File: config.mk
export PLATFORM = sky130hd
export DESIGN_NAME = lrescue_input_mapper_flat
export DESIGN_NICKNAME = d
export VERILOG_FILES = /design/src/rtl/lrescue_input_mapper_pkg.sv /design/src/rtl/lrescue_input_mapper_if.sv /design/src/rtl/lrescue_input_mapper_sync_bus.sv /design/src/rtl/lrescue_input_mapper.sv /design/src/flat_wrapper.sv
export SDC_FILE = /design/constraint.sdc
export NUM_CORES = 1
export LEC_CHECK = 0
export CORE_AREA = 2 2 65 98
export DETAILED_ROUTE_END_ITERATION = 10
export DIE_AREA = 0 0 67 100
export PLACE_DENSITY = 0.72
export SYNTH_ARGS = -nofsm -noshare
export SYNTH_HDL_FRONTEND = slang
export SYNTH_SLANG_ARGS = --single-unit
File: constraint.sdc
create_clock -name clk_sys -period 2.3 [get_ports clk_sys]
set_input_delay 0.46 -clock clk_sys [delete_from_list [all_inputs] [get_ports clk_sys]]
set_output_delay 0.46 -clock clk_sys [all_outputs]
set_load 0.01 [all_outputs]
File: src/rtl/lrescue_input_mapper_pkg.sv
// lrescue_input_pkg
// Shared definitions for the Lunar Rescue input mapper:
//   - PS/2 set-2 scancode constants (prefixes and mapped keys)
//   - prefix-decoder and coin-stretcher state enums
//   - held-key vector indices and output bit positions
//   - helpers that classify a received scancode byte
package lrescue_input_pkg;

    // Prefix and protocol bytes
    localparam logic [7:0] SC_E0 = 8'hE0;
    localparam logic [7:0] SC_F0 = 8'hF0;
    localparam logic [7:0] SC_E1 = 8'hE1;
    localparam logic [7:0] SC_AA = 8'hAA;
    localparam logic [7:0] SC_FA = 8'hFA;
    localparam logic [7:0] SC_FE = 8'hFE;

    // Mapped key codes (directions are shared by cursor keys and keypad)
    localparam logic [7:0] SC_UP     = 8'h75;
    localparam logic [7:0] SC_DOWN   = 8'h72;
    localparam logic [7:0] SC_LEFT   = 8'h6B;
    localparam logic [7:0] SC_RIGHT  = 8'h74;
    localparam logic [7:0] SC_CTRL   = 8'h14;
    localparam logic [7:0] SC_SPACE  = 8'h29;
    localparam logic [7:0] SC_ALT    = 8'h11;
    localparam logic [7:0] SC_START1 = 8'h16;
    localparam logic [7:0] SC_START2 = 8'h1E;
    localparam logic [7:0] SC_COIN1  = 8'h2E;
    localparam logic [7:0] SC_F12    = 8'h07;
    localparam logic [7:0] SC_F2     = 8'h06;

    typedef enum logic [1:0] {
        PFX_IDLE,
        PFX_EXT,
        PFX_BRK,
        PFX_EXTBRK
    } prefix_state_t;

    typedef enum logic {
        COIN_IDLE,
        COIN_HOLD_ST
    } coin_state_t;

    // Held-key vector; indices 0..3 line up with player1/osd_o direction bits
    localparam int KEY_RIGHT   = 0;
    localparam int KEY_LEFT    = 1;
    localparam int KEY_DOWN    = 2;
    localparam int KEY_UP      = 3;
    localparam int KEY_CTRL    = 4;
    localparam int KEY_SPACE   = 5;
    localparam int KEY_ALT     = 6;
    localparam int KEY_START1  = 7;
    localparam int KEY_START2  = 8;
    localparam int KEY_COIN    = 9;
    localparam int KEY_OSD     = 10;
    localparam int KEY_SCANDBL = 11;
    localparam int NUM_KEYS    = 12;

    // player1 = {fireB, fireA, up, down, left, right}
    localparam int P1_FIRE_A = 4;
    localparam int P1_FIRE_B = 5;

    // joystick pin layout = {p6, p9, up, down, left, right}
    localparam int JOY_P9 = 4;
    localparam int JOY_P6 = 5;

    // controls = {coin1, start2, start1}
    localparam int CTL_START1 = 0;
    localparam int CTL_START2 = 1;
    localparam int CTL_COIN1  = 2;

    localparam int OSD_TOGGLE = 7;

    // Protocol bytes that abort any pending prefix and carry no key.
    function automatic logic is_ignored(input logic [7:0] code);
        return (code == SC_E1) || (code == SC_AA) || (code == SC_FA) || (code == SC_FE);
    endfunction

    // One-hot held-key index for a key code. Directions and Ctrl/Alt accept
    // both the plain and E0 forms; the remaining keys only exist unextended.
    function automatic logic [NUM_KEYS-1:0] key_onehot(input logic [7:0] code, input logic ext);
        logic [NUM_KEYS-1:0] hit;
        hit = '0;
        case (code)
            SC_UP:     hit[KEY_UP]      = 1'b1;
            SC_DOWN:   hit[KEY_DOWN]    = 1'b1;
            SC_LEFT:   hit[KEY_LEFT]    = 1'b1;
            SC_RIGHT:  hit[KEY_RIGHT]   = 1'b1;
            SC_CTRL:   hit[KEY_CTRL]    = 1'b1;
            SC_ALT:    hit[KEY_ALT]     = 1'b1;
            SC_SPACE:  hit[KEY_SPACE]   = !ext;
            SC_START1: hit[KEY_START1]  = !ext;
            SC_START2: hit[KEY_START2]  = !ext;
            SC_COIN1:  hit[KEY_COIN]    = !ext;
            SC_F12:    hit[KEY_OSD]     = !ext;
            SC_F2:     hit[KEY_SCANDBL] = !ext;
            default:   hit = '0;
        endcase
        return hit;
    endfunction

endpackage

File: src/rtl/lrescue_input_mapper_if.sv
// lrescue_kbd_if
// Byte stream from the PS/2 scancode receiver into the input mapper.
//   kbd_intr      one-cycle strobe, kbd_scancode valid in that cycle
//   kbd_scancode  raw set-2 byte
// master = receiver side, slave = mapper side.
interface lrescue_kbd_if;
    logic       kbd_intr;
    logic [7:0] kbd_scancode;

    modport master (output kbd_intr, output kbd_scancode);
    modport slave  (input kbd_intr, input kbd_scancode);
endinterface

File: src/rtl/lrescue_input_mapper_sync_bus.sv
// lrescue_sync_bus
// N-bit multi-flop synchronizer for asynchronous pins.
//   clk_sys  system clock
//   reset    synchronous active-high reset, loads RESET_VALUE into every stage
//   d        asynchronous input bus
//   q        synchronized bus, STAGES cycles behind d
module lrescue_sync_bus #(
    parameter int               WIDTH       = 6,
    parameter int               STAGES      = 2,
    parameter logic [WIDTH-1:0] RESET_VALUE = '0
) (
    input  logic             clk_sys,
    input  logic             reset,
    input  logic [WIDTH-1:0] d,
    output logic [WIDTH-1:0] q
);

    logic [WIDTH-1:0] chain [STAGES];

    always_ff @(posedge clk_sys) begin
        if (reset) begin
            for (int i = 0; i < STAGES; i++) chain[i] <= RESET_VALUE;
        end else begin
            chain[0] <= d;
            for (int i = 1; i < STAGES; i++) chain[i] <= chain[i-1];
        end
    end

    assign q = chain[STAGES-1];

endmodule

File: src/rtl/lrescue_input_mapper.sv
// lrescue_input_mapper
// Turns PS/2 set-2 scancodes plus two active-low DB9 joysticks into the
// active-high control set used by the Lunar Rescue core.
//   clk_sys         system clock
//   reset           synchronous active-high reset
//   kbd             scancode byte stream (lrescue_kbd_if.slave)
//   joy1_n, joy2_n  {p6,p9,up,down,left,right}, active-low, asynchronous
//   player1         {fireB,fireA,up,down,left,right}
//   controls        {coin1,start2,start1}; coin1 is stretched to COIN_HOLD cycles
//   osd_o           {F12 held, 3'b0, up,down,left,right}
//   scandbl_toggle  one-cycle pulse on a fresh F2 press
module lrescue_input_mapper
    import lrescue_input_pkg::*;
#(
    parameter logic [19:0] COIN_HOLD   = 20'd600000,
    parameter int          SYNC_STAGES = 2
) (
    input  logic               clk_sys,
    input  logic               reset,
    lrescue_kbd_if.slave       kbd,
    input  logic [5:0]         joy1_n,
    input  logic [5:0]         joy2_n,
    output logic [5:0]         player1,
    output logic [2:0]         controls,
    output logic [7:0]         osd_o,
    output logic               scandbl_toggle
);

    prefix_state_t        pfx_state;
    prefix_state_t        pfx_next;
    coin_state_t          coin_state;
    logic [19:0]          coin_cnt;
    logic [NUM_KEYS-1:0]  held;
    logic [NUM_KEYS-1:0]  held_next;
    logic [NUM_KEYS-1:0]  key_hit;
    logic [5:0]           joy1_sync_n;
    logic [5:0]           joy2_sync_n;
    logic [5:0]           joy1;
    logic [5:0]           joy2;
    logic [5:0]           p1_next;

    // Stages reset to all-ones so the released (idle-high) pins do not read
    // as pressed while the chain refills after reset.
    lrescue_sync_bus #(.WIDTH(6), .STAGES(SYNC_STAGES), .RESET_VALUE(6'h3F)) u_sync_joy1 (
        .clk_sys (clk_sys),
        .reset   (reset),
        .d       (joy1_n),
        .q       (joy1_sync_n)
    );

    lrescue_sync_bus #(.WIDTH(6), .STAGES(SYNC_STAGES), .RESET_VALUE(6'h3F)) u_sync_joy2 (
        .clk_sys (clk_sys),
        .reset   (reset),
        .d       (joy2_n),
        .q       (joy2_sync_n)
    );

    assign joy1 = ~joy1_sync_n;
    assign joy2 = ~joy2_sync_n;

    // Prefix decoder and held-key update. Outputs are registered from
    // held_next so the keyboard path lands on the edge after kbd_intr.
    always_comb begin
        pfx_next  = pfx_state;
        held_next = held;
        key_hit   = key_onehot(kbd.kbd_scancode,
                               (pfx_state == PFX_EXT) || (pfx_state == PFX_EXTBRK));
        if (kbd.kbd_intr) begin
            if (is_ignored(kbd.kbd_scancode)) begin
                pfx_next = PFX_IDLE;
            end else if ((pfx_state == PFX_IDLE) && (kbd.kbd_scancode == SC_E0)) begin
                pfx_next = PFX_EXT;
            end else if ((pfx_state == PFX_IDLE) && (kbd.kbd_scancode == SC_F0)) begin
                pfx_next = PFX_BRK;
            end else if ((pfx_state == PFX_EXT) && (kbd.kbd_scancode == SC_F0)) begin
                pfx_next = PFX_EXTBRK;
            end else begin
                if ((pfx_state == PFX_BRK) || (pfx_state == PFX_EXTBRK))
                    held_next = held & ~key_hit;
                else
                    held_next = held | key_hit;
                pfx_next = PFX_IDLE;
            end
        end
    end

    always_comb begin
        p1_next            = '0;
        p1_next[3:0]       = held_next[KEY_UP:KEY_RIGHT] | joy1[3:0] | joy2[3:0];
        p1_next[P1_FIRE_A] = held_next[KEY_CTRL] | held_next[KEY_SPACE] | joy1[JOY_P6] | joy2[JOY_P6];
        p1_next[P1_FIRE_B] = held_next[KEY_ALT] | joy1[JOY_P9] | joy2[JOY_P9];
    end

    // Registered outputs plus the coin stretcher. The stretcher only starts
    // on a fresh press from IDLE, and leaves HOLD only once the minimum
    // length has elapsed and the key is up, so presses during HOLD are ignored.
    always_ff @(posedge clk_sys) begin
        if (reset) begin
            pfx_state      <= PFX_IDLE;
            held           <= '0;
            coin_state     <= COIN_IDLE;
            coin_cnt       <= '0;
            player1        <= '0;
            controls       <= '0;
            osd_o          <= '0;
            scandbl_toggle <= 1'b0;
        end else begin
            pfx_state              <= pfx_next;
            held                   <= held_next;
            player1                <= p1_next;
            controls[CTL_START1]   <= held_next[KEY_START1];
            controls[CTL_START2]   <= held_next[KEY_START2];
            osd_o                  <= {held_next[KEY_OSD], 3'b000, p1_next[3:0]};
            scandbl_toggle         <= held_next[KEY_SCANDBL] & ~held[KEY_SCANDBL];

            case (coin_state)
                COIN_IDLE: begin
                    if (held_next[KEY_COIN] && !held[KEY_COIN]) begin
                        coin_state          <= COIN_HOLD_ST;
                        coin_cnt            <= COIN_HOLD - 20'd1;
                        controls[CTL_COIN1] <= 1'b1;
                    end
                end
                COIN_HOLD_ST: begin
                    if (coin_cnt != 20'd0) begin
                        coin_cnt <= coin_cnt - 20'd1;
                    end else if (!held_next[KEY_COIN]) begin
                        coin_state          <= COIN_IDLE;
                        controls[CTL_COIN1] <= 1'b0;
                    end
                end
                default: begin
                    coin_state          <= COIN_IDLE;
                    controls[CTL_COIN1] <= 1'b0;
                end
            endcase
        end
    end

endmodule

File: src/flat_wrapper.sv
// flat-port wrapper written by rule: the top's interface ports become plain ports
module lrescue_input_mapper_flat import lrescue_input_pkg::*;
#(
    parameter logic [19:0] COIN_HOLD   = 20'd600000,
    parameter int          SYNC_STAGES = 2
)
  (clk_sys, reset, joy1_n, joy2_n, player1, controls, osd_o, scandbl_toggle, kbd_kbd_intr, kbd_kbd_scancode);
  lrescue_kbd_if kbd_i ();
  input  logic clk_sys;
  input  logic reset;
  input  logic [5:0] joy1_n;
  input  logic [5:0] joy2_n;
  output logic [5:0] player1;
  output logic [2:0] controls;
  output logic [7:0] osd_o;
  output logic scandbl_toggle;
  input wire logic [$bits(kbd_i.kbd_intr)-1:0] kbd_kbd_intr;
  input wire logic [$bits(kbd_i.kbd_scancode)-1:0] kbd_kbd_scancode;
  assign kbd_i.kbd_intr = kbd_kbd_intr;
  assign kbd_i.kbd_scancode = kbd_kbd_scancode;
  lrescue_input_mapper #(.COIN_HOLD(COIN_HOLD), .SYNC_STAGES(SYNC_STAGES)) u_core (.clk_sys(clk_sys), .reset(reset), .kbd(kbd_i), .joy1_n(joy1_n), .joy2_n(joy2_n), .player1(player1), .controls(controls), .osd_o(osd_o), .scandbl_toggle(scandbl_toggle));
endmodule
==> results by stage <==
Status:
- The flow ran to the end, and the final reports show no timing, DRC or antenna violations.

Pwr:
- The share of total power dissipated in sequential elements is between 50% and 60%.
- The analysis attributes to cell leakage a power of approximately 1.3 nW.
- The maximum ir drop on the vdd rail is 0.000444 V.
- The switching fraction of total power is a little over a fifth.
- Of the total power, the clock network draws between 30 and 40%.
- The power density over cell area is approximately 630 nW/um2.
- Of the total power, combinational logic draws 6.6%.
- Summed over all nets, the switching power comes to roughly 0.47 mW.
- The internal power of the cells totals 1.71 mW.

Min path:
- Along the worst hold path, the cell count comes to 1.
- The type of the tightest min-delay check is flip-flop to flip-flop.

Clock tree:
- The cell at the root of the clock tree is sky130_fd_sc_hd__clkbuf_8.
- The clock tree synthesis step divided the H-tree into 3 levels.
- TritonCTS built the clock tree.
- For this design, the sink count on the clock tree is 67.
- The insertion delay to the later sink of the worst-skew pair is between 0.3 and 0.4 ns.
- The clock passes through at most 2 buffers.
- The clock input transition at the sequential cells of the worst setup and hold paths is approximately 0.060 ns.
- The number of setup buffers added after CTS is 0.
- Buffers inserted during clock tree synthesis total 9.

Yosys:
- The count of flip-flops with a built-in enable after synthesis is 0.
- The most frequently used flop master after synthesis is sky130_fd_sc_hd__dfxtp_1.
- The async set-reset flop share out of synthesis is 0%.
- The mean post-synth cell area is 9.36 um2.
- The flip-flop and latch count after synthesis is 67.
- The sequential-to-total area share from yosys stat is a little under half.
- Yosys printed 0 warnings.
- Summing every instance area after synthesis gives approximately 2800 um2.
- The unique cell type count in the Yosys netlist is 44.
- The instance count of the mapped netlist is ~300.

Timing:
- On the final layout, the worst hold slack is between 0.4 and 0.5 ns.
- Setup slack on the critical path of the routed design comes to between 0.2 and 0.3 ns.
- The share of the cycle needed by the critical path after routing is 87.9%.
- Setup repair after global routing left no endpoint under its margin.
- The time the final worst path needs with I/O delays and setup is roughly 2 ns.
- The final count of pins violating max slew is 0.
- The worst slew slack as a fraction of its limit is 57.9%.
- The number of hold violations in the final report is 0.
- Setup violations remaining at the end of the flow were counted as 0.
- For the pin with the worst max-slew slack, the measured transition is approximately 0.63 ns.
- The maximum operating frequency is slightly below 0.5 GHz.
- On the final layout, the worst clock skew is about 0.0092 ns.

Global routing:
- The number of global-route vias before repair is around 2200.
- Global routing finished with a remaining overflow of 0.
- The pin count of the biggest net entering global routing is 30.
- The initial antenna violation count was 0.
- The global-route usage over all layers is between 10% and 20%.
- The wire length of the first global-routing pass is 9600 um.

Drt:
- The iteration-0 DRC count of the detailed router is roughly 120.
- The wire length per cell is 13.3 um.
- In the routed design, unresolved DRC markers number 0.
- The routed design has 5670 um of wire.
- The number of search-and-repair iterations in the first detailed-routing pass is 4.
- Dividing the detail-routed via count by the number of cells gives roughly 5.3.
- Detailed routing inserted a total of 2268 vias.
- Once detail routing completed, the nets flagged for antenna violations numbered 0.

Cells and area:
- Leaving out fill and tap cells, the most frequent cells in the layout are sky130_fd_sc_hd__dfxtp_1 (67), sky130_fd_sc_hd__clkdlybuf4s50_1 (36), sky130_fd_sc_hd__nor2_1 (30).
- Leaving out fill and tap cells, the most frequent cell in the layout is sky130_fd_sc_hd__dfxtp_1.
- Cells with a size suffix above 1 make up around a fifth of the layout.
- The net count of the finished layout is 372.
- The antenna diode count is 0.
- Compared with the post-synthesis result, the final layout area differs by 23.1%.

Worst setup path:
- The critical path arrival is roughly 2.2 ns.
- In this design, the stage delay of the slowest critical-path cell is 0.54 ns.
- For the worst setup path, the data required time is 2.50 ns.
- The worst path buffer plus inverter count is 1.
- By startpoint and endpoint, the worst setup path is classified as input port to flip-flop.
- The total stage count of the critical path is 6.
- The type of destination of the critical path is a flip-flop.
- The cell type of the slowest stage on the worst timing path is sky130_fd_sc_hd__clkdlybuf4s50_1.
- Of all nets on the critical path, the largest fanout is 5.
- The signal on the critical path passes through clkdlybuf4s50_1 > nand4b_1 > or3_1 > nor3_1 > mux2i_1 > a31oi_1.
- The cell count of the worst reg-to-reg path is 8.
- STA classifies the critical path startpoint as an input port.
- The internal reg-to-reg setup slack is approximately 0.32 ns.
- The top cell family by delay on the critical path is simple AND/OR/NAND/NOR gates.

Placement:
- The detailed placement HPWL is around 4100 um.
- Prior to clock tree synthesis, the placed netlist has a worst setup slack of -0.0905 ns.
- The quantity of I/O buffers inserted on ports is 37.
- The routability congestion estimate from global placement is 0.861.

Die:
- The core region is 5960 um2.
- The die covers around 6700 um2.
- The floorplan step set the die width to approximately 67 um.
- The total I/O pin count is just over 40.
- The initial utilization of the core area, before any placement, comes to ~47%.
- The die is 100 um tall.
- The floorplan has 35 rows.

Flow run:
- The max-capacitance violation count is 0.
[cells by family (layout without fill, tap and decap cells)]
group                      count (synthesis)  in the layout  share of synthesized area [%]
other                                      1              3                          0.133
AOI/OAI and AO/OA                         44             44                           9.74
DFF                                       67             67                           47.5
adders and majority gates                  1              1                          0.443
muxes                                     15             15                           5.36
buffers and inverters                     30             77                           6.24
xor gates and xnor gates                   9              9                           2.79
and+or+nand+nor                          135            135                           27.8
[path summary, 6_finish.rpt]
check	from	to
worst max-delay path	kbd_kbd_scancode[5]	u_core.osd_o[0]
worst min-delay path	u_core.u_sync_joy2.chain[0][1]	u_core.u_sync_joy2.chain[0][7]
worst max register to register	u_core.coin_cnt[0]	u_core.coin_cnt[11]
worst min register to register	u_core.u_sync_joy2.chain[0][1]	u_core.u_sync_joy2.chain[0][7]
[layer usage]
layer  GRT usage [%]  vias up  part of all wire [%]
li1                -     1146                     -
met1            20.0     1062                    40
met2            32.7       47                    55
met3            3.59       13                   2.4
met4            12.1        0                   2.8
met5               0        -                     0
[power by group through the flow]
stage / Clock, mW / Sequential (mW) / Combinational (mW)
finish: 0.838 / 1.19 / 0.144
global route: 0.917 / 1.19 / 0.159
CTS: 0.869 / 1.19 / 0.146
detailed placement: 0 / 1.22 / 0.145
global placement: 0 / 1.22 / 0.143
floorplan: 0 / 1.22 / 0.0671
[flip-flops by register name, indices dropped and copies added, names as in the netlist, named ones only]
signal                    count
u_core.osd_o                  4
u_core.coin_cnt              20
u_core.held                   9
u_core.controls               1
u_core.pfx_state              2
u_core.player1                2
u_core.scandbl_toggle         1
u_core.coin_state             1
u_core.u_sync_joy1.chain     12
u_core.u_sync_joy2.chain     12
[synth_stat cells (2+ instances only)]
cell                        count  area, um2
sky130_fd_sc_hd__nor2b_1        3       18.8
sky130_fd_sc_hd__dfxtp_1       67       1340
sky130_fd_sc_hd__nor3_1        13       65.1
sky130_fd_sc_hd__mux2i_1       14        140
sky130_fd_sc_hd__nand4_1        5       31.3
sky130_fd_sc_hd__nor2_1        30        113
sky130_fd_sc_hd__nand4b_1       5       43.8
sky130_fd_sc_hd__nor4b_1        3       26.3
sky130_fd_sc_hd__or3_1          5       31.3
sky130_fd_sc_hd__nand2_1        9       33.8
sky130_fd_sc_hd__xnor2_1        9       78.8
sky130_fd_sc_hd__buf_4         11       82.6
sky130_fd_sc_hd__and4_1         2       17.5
sky130_fd_sc_hd__or2_2         25        156
sky130_fd_sc_hd__a31oi_1        7       43.8
sky130_fd_sc_hd__nand2b_1       4       25.0
sky130_fd_sc_hd__nand4bb_1      2       22.5
sky130_fd_sc_hd__a21oi_1       21        105
sky130_fd_sc_hd__nor4_1         6       37.5
sky130_fd_sc_hd__and3_1         2       12.5
sky130_fd_sc_hd__a211oi_1       8       60.1
sky130_fd_sc_hd__o21ai_0        2       10.0
sky130_fd_sc_hd__clkbuf_1      11       41.3
sky130_fd_sc_hd__buf_6          3       33.8
sky130_fd_sc_hd__nand3_1       12       60.1
sky130_fd_sc_hd__inv_1          5       18.8
[layout make-up]
class / count / area [um2]
clock buffers: 12 / 155
clock inverters: 2 / 12.5
fillers: 572 / 2480
inverters: 5 / 18.8
multi-input cells: 207 / 1320
flip-flops and latches: 67 / 1340
well taps: 74 / 92.6
repair buffers: 58 / 536
[through the flow]
stage | instances | power (mW) | instance area (um2) | util [%] | setup TNS (ns)
2_1_floorplan | 304 | 1.29 | 2830 | - | 0
3_3_place_gp | 411 | 1.36 | 3300 | 55.5 | -0.0725
3_5_place_dp | 411 | 1.36 | 3300 | 55.5 | -0.122
4_1_cts | 425 | 2.21 | 3470 | 58.3 | 0
5_1_grt | 425 | 2.27 | 3480 | 58.4 | 0
6_report | 425 | 2.18 | 3480 | 58.4 | 0
[timing repair]
action	in CTS	in global routing
resized for setup	0	1
hold buffers	0	0
endpoints found under the setup margin	0	1
Power figures use the tool's default switching activity.
